$ cat src/rtl/wbh_clk_switch_ctrl.sv
// Glitch-safe sequencer for the wishbone/CPU clock-control field.
// Every change gates the clocks off, applies the new selection, waits for settling, then ungates.
module wbh_clk_switch_ctrl #(
    parameter int GATE_WAIT   = 8,
    parameter int SETTLE_WAIT = 16,
    parameter int CNT_W       = 8
) (
    input  logic       mclk,
    input  logic       p_reset_n,
    input  logic [7:0] strap_clk_ctrl,
    input  logic       sw_req,
    input  logic [7:0] sw_clk_ctrl,
    output logic       clk_enb,
    output logic [7:0] cfg_clk_ctrl,
    output logic       busy,
    output logic       switch_done
);

    typedef enum logic [1:0] {
        ST_INIT     = 2'd0,
        ST_IDLE     = 2'd1,
        ST_GATE_OFF = 2'd2,
        ST_SETTLE   = 2'd3
    } state_t;

    localparam logic [CNT_W-1:0] GATE_LAST   = CNT_W'(GATE_WAIT - 1);
    localparam logic [CNT_W-1:0] SETTLE_LAST = CNT_W'(SETTLE_WAIT - 1);

    state_t           state_q, state_d;
    logic [CNT_W-1:0] cnt_q, cnt_d;
    logic             clk_enb_q, clk_enb_d;
    logic [7:0]       cfg_q, cfg_d;
    logic [7:0]       target_q, target_d;
    logic             pend_vld_q, pend_vld_d;
    logic [7:0]       pend_val_q, pend_val_d;
    logic             sw_flag_q, sw_flag_d;
    logic             switch_done_q, switch_done_d;
    logic [7:0]       req_val;

    always_comb begin
        state_d       = state_q;
        cnt_d         = cnt_q;
        clk_enb_d     = clk_enb_q;
        cfg_d         = cfg_q;
        target_d      = target_q;
        pend_vld_d    = pend_vld_q;
        pend_val_d    = pend_val_q;
        sw_flag_d     = sw_flag_q;
        switch_done_d = 1'b0;
        req_val       = sw_req ? sw_clk_ctrl : pend_val_q;

        // Requests arriving mid-sequence park here; the newest one wins.
        if (sw_req && (state_q != ST_IDLE)) begin
            pend_val_d = sw_clk_ctrl;
            pend_vld_d = 1'b1;
        end

        case (state_q)
            ST_INIT: begin
                cfg_d     = strap_clk_ctrl;
                target_d  = strap_clk_ctrl;
                cnt_d     = '0;
                sw_flag_d = 1'b0;
                state_d   = ST_SETTLE;
            end
            ST_IDLE: begin
                cnt_d = '0;
                if (sw_req || pend_vld_q) begin
                    pend_vld_d = 1'b0;
                    if (req_val == cfg_q) begin
                        switch_done_d = 1'b1;
                    end else begin
                        target_d  = req_val;
                        clk_enb_d = 1'b0;
                        sw_flag_d = 1'b1;
                        state_d   = ST_GATE_OFF;
                    end
                end
            end
            ST_GATE_OFF: begin
                if (cnt_q == GATE_LAST) begin
                    cfg_d   = target_q;
                    cnt_d   = '0;
                    state_d = ST_SETTLE;
                end else begin
                    cnt_d = cnt_q + CNT_W'(1);
                end
            end
            ST_SETTLE: begin
                if (cnt_q == SETTLE_LAST) begin
                    clk_enb_d     = 1'b1;
                    switch_done_d = sw_flag_q;
                    cnt_d         = '0;
                    state_d       = ST_IDLE;
                end else begin
                    cnt_d = cnt_q + CNT_W'(1);
                end
            end
            default: state_d = ST_INIT;
        endcase
    end

    always_ff @(posedge mclk or negedge p_reset_n) begin
        if (!p_reset_n) begin
            state_q       <= ST_INIT;
            cnt_q         <= '0;
            clk_enb_q     <= 1'b0;
            cfg_q         <= 8'h00;
            target_q      <= 8'h00;
            pend_vld_q    <= 1'b0;
            pend_val_q    <= 8'h00;
            sw_flag_q     <= 1'b0;
            switch_done_q <= 1'b0;
        end else begin
            state_q       <= state_d;
            cnt_q         <= cnt_d;
            clk_enb_q     <= clk_enb_d;
            cfg_q         <= cfg_d;
            target_q      <= target_d;
            pend_vld_q    <= pend_vld_d;
            pend_val_q    <= pend_val_d;
            sw_flag_q     <= sw_flag_d;
            switch_done_q <= switch_done_d;
        end
    end

    assign clk_enb      = clk_enb_q;
    assign cfg_clk_ctrl = cfg_q;
    assign switch_done  = switch_done_q;
    assign busy         = (state_q != ST_IDLE);

endmodule

$ cat config.mk
export PLATFORM = sky130hd
export DESIGN_NAME = wbh_clk_switch_ctrl
export DESIGN_NICKNAME = d
export VERILOG_FILES = /design/src/rtl/wbh_clk_switch_ctrl.sv
export SDC_FILE = /design/constraint.sdc
export NUM_CORES = 1
export LEC_CHECK = 0
export CORE_MARGIN = 4
export CORE_UTILIZATION = 51
export DETAILED_ROUTE_END_ITERATION = 16
export GPL_TIMING_DRIVEN = 0
export PLACE_DENSITY = 0.77
export SKIP_LAST_GASP = 1
export SYNTH_ARGS = -nofsm -noshare
export SYNTH_HDL_FRONTEND = slang
export SYNTH_SLANG_ARGS = --single-unit
$ cat constraint.sdc
create_clock -name mclk -period 3.7 [get_ports mclk]
set_input_delay 0.555 -clock mclk [delete_from_list [all_inputs] [get_ports mclk]]
set_output_delay 0.555 -clock mclk [all_outputs]
set_load 0.02 [all_outputs]
* Word level (Yosys, flattened, before mapping)
Cells that the tools add are included.
** Cells by class
- Add/sub/neg operators :: 1
- Muxes and demuxes :: 28
- Eq/ne operators :: 11
- Reductions and logical operators :: 11
** Operators with widths (count)
- $mux 8 :: 6
- $pmux 8 s2 :: 2
- $pmux 8 s3 :: 1
- $mux 1 :: 11
- $add 8x1->8 const B :: 1
- $eq 8x3->1 const B :: 1
- $eq 8x4->1 const B :: 1
- $eq 8x8->1 :: 1
- $mux 2 :: 4
- $ne 2x2->1 const B :: 4
- $pmux 2 s4 :: 1
- $reduce_and 4->1 :: 2
- $pmux 1 s2 :: 3
- $reduce_bool 2->1 :: 3
- $eq 2x2->1 const B :: 2
- $reduce_and 3->1 :: 1
- $eq 2x1->1 const B :: 1
- $logic_not 2->1 :: 1
- $ne 2x1->1 const B :: 1
- $reduce_and 2->1 :: 1
- $reduce_or 2->1 :: 1
- $logic_and 1x1->1 :: 1
- $logic_or 1x1->1 :: 1
** Word-level totals
- Word-level logic and storage cells :: 60
- Flip-flop bits (word level) :: 38
- Bits of input ports :: 19

* Longest topological paths before layout
Gate-level depths: netlist (run 1).
- Depth in word-level cells :: 5
- Gate-level depth with buffers :: 7
- Depth with buffers taken out :: 6

* Least setup slack after synthesis (run 1)
Ideal clock, no wire load.
- Kind :: input to register
- Start :: in sw_req
- End :: reg target_q[0]
- Slack :: 1664 ps
- Cell stages on the path :: 6
- Data arrival time :: 1911 ps
- Library setup time :: 125 ps
- Cells stage by stage :: buf_6 mux2i_1 xnor2_1 nor4_2 a31oi_2 mux2_2
** Between the ends
- Cells in the longest elaborated chain, start to end :: 4
- Elaborated cells on any way between the ends :: 9
** Ends and longest elaborated chain
- start: declaration :: line 11 : input logic sw_req,
- $mux 8 :: line 50 : req_val = sw_req ? sw_clk_ctrl : pend_val_q;
- $eq 8x8->1 / $mux 8 (equally long branches) :: line 70 : if (req_val == cfg_q) begin
- $ne 2x2->1 (no line) / $mux 8 (equally long branches)
- $reduce_and 3->1 (no line) / $pmux 8 s2 (equally long branches)
- end signal: assignment :: line 119 : target_q <= target_d;
- end: declaration :: line 33 : logic [7:0] target_q, target_d;
Several ways; a longest one is shown, not always the timed one. The select of a mux whose other input is x is not followed.
A chain may end at the register's enable or synchronous reset.

* Worst setup path after layout (run 1)
- Start :: reg state_q[1]
- End :: out busy
** Between the ends
- Cells in the longest elaborated chain, start to end :: 1
** Ends and longest elaborated chain
- start: declaration :: line 29 : state_t state_q, state_d;
- start signal: assignment :: line 115 : state_q <= state_d;
- $ne 2x1->1 :: line 130 : assign busy = (state_q != ST_IDLE);
- end: declaration :: line 15 : output logic busy,
Every way passes these cells.

==> results of run 1 <==
[power by group through the flow]
| stage | Sequential [mW] | Combinational, mW | Clock (mW) |
|---|---|---|---|
| after floorplan | 0.733 | 0.542 | 0 |
| final | 0.693 | 0.849 | 0.262 |
| after CTS | 0.693 | 0.855 | 0.265 |
| after global placement | 0.689 | 0.828 | 0 |
| after detailed placement | 0.699 | 0.848 | 0 |
| after global routing | 0.713 | 0.936 | 0.289 |
[cells in the mapped netlist (all sizes together) (2+ instances only)]
library cell / count
mux2i: 16
mux2: 16
nand3: 3
o21ai: 11
clkbuf: 6
nor4: 2
dfrtp: 38
buf: 3
a21oi: 8
xor2: 5
a31oi: 9
nand2: 14
nor2: 11
and2: 2
xnor2: 10
[sequential cells by signal, indices dropped and copies added, names as in the netlist]
| register | count |
|---|---|
| switch_done | 1 |
| cfg_clk_ctrl | 8 |
| cnt_q | 8 |
| pend_val_q | 8 |
| target_q | 8 |
| pend_vld_q | 1 |
| clk_enb | 1 |
| sw_flag_q | 1 |
| state_q | 2 |
[stage by stage]
step	util [%]	power, mW	setup WS (ps)	instance area, um2	hold slack [ps]
2_1_floorplan	-	1.27	1660	1890	259
3_3_place_gp	64.6	1.52	779	2240	452
3_5_place_dp	64.4	1.55	772	2230	466
4_1_cts	66.6	1.81	953	2310	391
5_1_grt	66.6	1.94	782	2310	432
6_report	66.6	1.81	934	2310	361
[final cells by class]
type	count	share of cell area [%]
Multi-Input combinational cell	120	38.4
Sequential cell	38	41.1
Buffer	9	1.95
Timing Repair Buffer	29	12.3
Tap cell	46	2.49
Inverter	2	0.325
Clock buffer	7	3.30
[logic make-up after synthesis]
logic type      synth area share, %
compound gates                 11.6
flops                          50.3
mux                            18.0
xor+xnor                       6.94
buf+inv                        2.78
fa+ha+maj                     0.661
simple gates                   9.79
[placed cells by master (no fill, tap or decap), types with 3 or more instances in the layout]
master	instances
nand3_1	3
xnor2_1	10
clkdlybuf4s50_1	28
xor2_1	5
a21oi_1	8
nand2_1	14
a31oi_1	8
dfrtp_1	38
o21ai_0	9
nor2_1	11
mux2_2	16
clkbuf_8	5
clkbuf_1	8
mux2i_1	16
[final timing paths]
path	slack, ps	cells after the start	endpoint
max reg2reg	1540	6	cfg_clk_ctrl[7]
max	930	4	busy
min reg2reg	460	1	cnt_q[0]
min	360	1	cnt_q[6]
max in group asynchronous	2820	1	cnt_q[0]
min in group mclk	460	1	cnt_q[0]
[routing by layer]
metal	vias to the layer above	share of wire, %
met5	-	0
met2	40	50
met4	0	1.7
li1	667	-
met1	696	44
met3	7	4.6
==> results.py, run 1 <==
metrics = {
    "yosys": {
        "yosys_warnings": 0,
        "yosysTopAreaCellShare_pct": 50.3,
        "syn-instance-count": 169,
        "synth.top_cells.by_area": "dfrtp_1 (50%), mux2_2 (9.5%), mux2i_1 (8.5%)",
        "ys_seq_area_share_pct": 50.3,
        "synth.cell_area_mm2": 0.00189,
        "synth_fp_nets": 189,
        "ys.flop_type": "dfrtp_1",
        "yosysTopAreaCell": "dfrtp_1",
        "synth_seq_cells": 38,
        "async_reset_ff_share_pct": 100,
        "synthDistinctLibCells": 35,
        "syn_area_per_cell_um2": 11.2,
        "synth_edf_count": 0,
    },
    "setup_path": {
        "critPathMaxFanout": 10,
        "critPathTopFamily": "buffers and inverters",
        "slowest_delay_ps": 700,
        "startpoint_type": "flip-flop",
        "r2r-start": "cnt_q[5]",
        "arrival_ps": 2210,
        "path_buf_inv": 3,
        "critPathRequiredTime_ps": 3140,
        "worst-setup-path-type": "reg2out",
        "crit_chain": "clkbuf_1 -> nand2b_1 -> clkbuf_1 -> clkdlybuf4s50_1",
        "slowest_stage": "clkdlybuf4s50_1",
        "critPathLaunch": "state_q[1]",
        "endpoint_kind": "output pin",
        "crit_top_cell": "clkbuf_1",
    },
    "sta": {
        "max_freq_mhz": 361,
        "slew_headroom_pct": 45.0,
        "tightestPinTransition_ps": 826,
        "hold_viol": 0,
        "setup_viol": 0,
        "slew_violations": 0,
        "min_period_ps": 2770,
        "rsz0062_at_grt": "false",
        "clock_skew_ps": 4.34,
        "fin_crit_sh_pct": 74.8,
        "fin_setup_tns_ps": 0,
    },
    "clock_tree": {
        "numCtsBuffers": 5,
        "insertion_delay_ps": 290,
        "cts_tree": "done",
        "hold_buffers": 0,
        "post_cts_resized": 0,
        "clk_pin_slew_worst_paths_ps": 70,
        "cts.sinks": 38,
        "clockBufferDepth": 2,
        "cts_root_buf": "clkbuf_8",
        "cts-htree-levels": 2,
        "post_cts_buffers": 0,
    },
    "floorplanning": {
        "die-height_um": 68.9,
        "ios": 30,
        "fp.coreArea_mm2": 0.00347,
        "start_util_pct": 54.5,
        "std_cell_rows": 21,
        "die_area_mm2": 0.00475,
        "chipWidth_um": 68.9,
    },
    "placed_design": {
        "portBuffers": 29,
        "gp_congestion": 0.795,
        "post-dp-hpwl_mm": 2.85,
        "dp_cells": 244,
    },
    "global_routing": {
        "grt_max_degree": 39,
        "grt_first_pass_wirelength_mm": 6.78,
        "met3_usage_pct": 5.83,
        "grt_util_all_layers_pct": 19.9,
        "grt_pass1_vias": 1441,
        "gr-max-usage-layer": "met2",
        "grt_use_met1_pct": 24.5,
        "antenna_found_initial": 0,
        "grt_use_met2_pct": 33.0,
        "grt_remaining_overflow": 0,
    },
    "final_layout": {
        "fin_cells": 251,
        "nFillCells": 298,
        "n_antenna_cell": 0,
        "multi_input_area_um2": 888,
        "final_nets": 225,
        "syn_to_final_growth_pct": 22.2,
        "register_area_um2": 951,
        "drive_above_1_share_pct": 14.1,
    },
    "pwr": {
        "power.leakage_nw": 0.972,
        "sw_frac_of_total_pct": 38.7,
        "intPower_mw": 1.11,
        "pwr-share-comb_pct": 47.1,
        "vdd_ir_drop_max_mv": 0.443,
        "pwr-share-clk_pct": 14.5,
        "power_density_mw_per_mm2": 781,
        "switching_power_uw": 698,
        "pwr-share-seq_pct": 38.4,
    },
    "drt": {
        "drc_errors": 0,
        "wl_mm": 3.94,
        "drtIter0Drc": 59,
        "ant_nets": 0,
        "post_drt_wl_per_cell_um": 15.7,
        "drtPass1Iterations": 4,
        "via_count": 1410,
        "viasPerCell": 5.62,
    },
    "status": {
        "status": "finished, final reports clean",
    },
    "run": {
        "drv_cap": 0,
    },
    "hold_path": {
        "hold_class": "in2async",
    },
}
(Power assumes the default switching activity.)
==> run 2: changes to the inputs <==
==> constraint.sdc (replaced) <==
create_clock -name mclk -period 2.75 [get_ports mclk]
set_input_delay 0.4125 -clock mclk [delete_from_list [all_inputs] [get_ports mclk]]
set_output_delay 0.4125 -clock mclk [all_outputs]
set_load 0.02 [all_outputs]
==> run 2 against run 1 <==
  * Via count hardly changed
  * Clock power is 35% higher
  * Wire length hardly changed
  * Sequential cell count stayed put
  * Critical endpoint is now target_q[2]
==> results.py, run 2 (synthesized netlist as in run 1, its figures left out) <==
metrics = {
    "hold_path": {
        "hold_class": "in2async",
    },
    "setup_path": {
        "arrival_ps": 2640,
        "startpoint_type": "input port",
        "critPathLaunch": "sw_req",
        "endpoint_kind": "flip-flop",
        "critPathMaxFanout": 10,
        "r2r-start": "cnt_q[5]",
        "critPathRequiredTime_ps": 2920,
        "reg2reg_setup_slack_ps": 590,
        "worst-setup-path-type": "in2reg",
    },
    "placed_design": {
        "gp_congestion": 0.795,
        "dp_slack_ps": -35.4,
        "portBuffers": 29,
        "post-dp-hpwl_mm": 2.85,
    },
    "sta": {
        "max_freq_mhz": 405,
        "slew_violations": 0,
        "setup_viol": 0,
        "rsz0062_at_grt": "false",
        "fin_setup_tns_ps": 0,
        "setup_ws_ps": 283,
        "fin_crit_sh_pct": 89.7,
        "tightestPinTransition_ps": 826,
        "slew_headroom_pct": 45.0,
        "min_period_ps": 2470,
        "clock_skew_ps": 4.13,
        "hold_viol": 0,
    },
    "final_layout": {
        "n_antenna_cell": 0,
        "drive_above_1_share_pct": 14.6,
        "final_common_cell": "dfrtp_1",
        "final_nets": 225,
        "syn_to_final_growth_pct": 22.2,
        "fin_util_pct": 66.7,
        "final_cell_mix": "dfrtp_1 (38), clkdlybuf4s50_1 (28), mux2i_1 (16), mux2_2 (16), nand2_1 (14)",
    },
    "pwr": {
        "power_density_mw_per_mm2": 1050,
        "power.total_mw": 2.43,
        "power.leakage_nw": 0.974,
        "vdd_ir_drop_max_mv": 0.596,
    },
    "clock_tree": {
        "cts_tree": "done",
        "post_cts_buffers": 0,
        "insertion_delay_ps": 290,
        "hold_buffers": 0,
        "post_cts_resized": 0,
        "cts.sinks": 38,
        "numCtsBuffers": 5,
        "cts-htree-levels": 2,
        "clockBufferDepth": 2,
        "clk_pin_slew_worst_paths_ps": 70,
        "cts_root_buf": "clkbuf_8",
    },
    "drt": {
        "via_count": 1409,
        "wl_mm": 3.94,
        "drtIter0Drc": 59,
        "post_drt_wl_per_cell_um": 15.7,
        "drc_errors": 0,
        "drtPass1Iterations": 4,
        "ant_nets": 0,
        "viasPerCell": 5.61,
    },
    "status": {
        "status": "finished, final reports clean",
    },
    "floorplanning": {
        "die-height_um": 68.9,
        "start_util_pct": 54.5,
        "chipWidth_um": 68.9,
        "fp.coreArea_mm2": 0.00347,
        "std_cell_rows": 21,
        "ios": 30,
        "die_area_mm2": 0.00475,
    },
    "global_routing": {
        "grt_util_all_layers_pct": 19.9,
        "grt_max_degree": 39,
        "grt_pass1_vias": 1441,
        "antenna_found_initial": 0,
        "grt_remaining_overflow": 0,
        "grt_first_pass_wirelength_mm": 6.78,
    },
    "run": {
        "drv_cap": 0,
    },
}
-- run 2: routing by layer --
| layer | vias to the layer above | part of all wire, % | track usage, % |
|---|---|---|---|
| met5 | - | 0 | 0 |
| met4 | 0 | 1.6 | 7.06 |
| met3 | 7 | 4.6 | 5.83 |
| met2 | 40 | 50 | 33.0 |
| met1 | 694 | 44 | 24.5 |
| li1 | 668 | - | - |
-- run 2: per-stage QoR --
step	hold WS, ps	instance area (um2)	instances
after floorplan	117	1890	169
after global placement	452	2240	244
after detailed placement	466	2230	244
after CTS	248	2310	251
after global routing	290	2310	251
final	218	2310	251
-- run 2: critical path, stage by stage --
cell	delay, ps
clkdlybuf4s50_1	510
buf_6	170
mux2i_1	330
xnor2_1	190
nor4_2	100
a31oi_2	520
mux2_2	410
-- run 2: final timing paths --
check / end / depth (start not counted)
worst max-delay path: target_q[2] / 7
worst min-delay path: cnt_q[6] / 1
worst max register to register: cfg_clk_ctrl[7] / 6
worst min register to register: cnt_q[0] / 1
max in group asynchronous: cnt_q[0] / 1
min in group mclk: cnt_q[0] / 1
-- run 2: power breakdown --
part / internal [mW] / switching, mW
combinational: 0.535 / 0.609
sequential: 0.781 / 0.152
clock: 0.174 / 0.178
total: 1.49 / 0.939
-- run 2: cell type report --
| type | instances | area [um2] |
|---|---|---|
| repair buffers | 29 | 285 |
| flip-flops and latches | 38 | 951 |
| well taps | 46 | 57.6 |
| fillers | 297 | 1160 |
| inverters | 2 | 7.51 |
| clock buffers | 7 | 76.3 |
| plain buffers | 9 | 46.3 |
| multi-input cells | 120 | 888 |
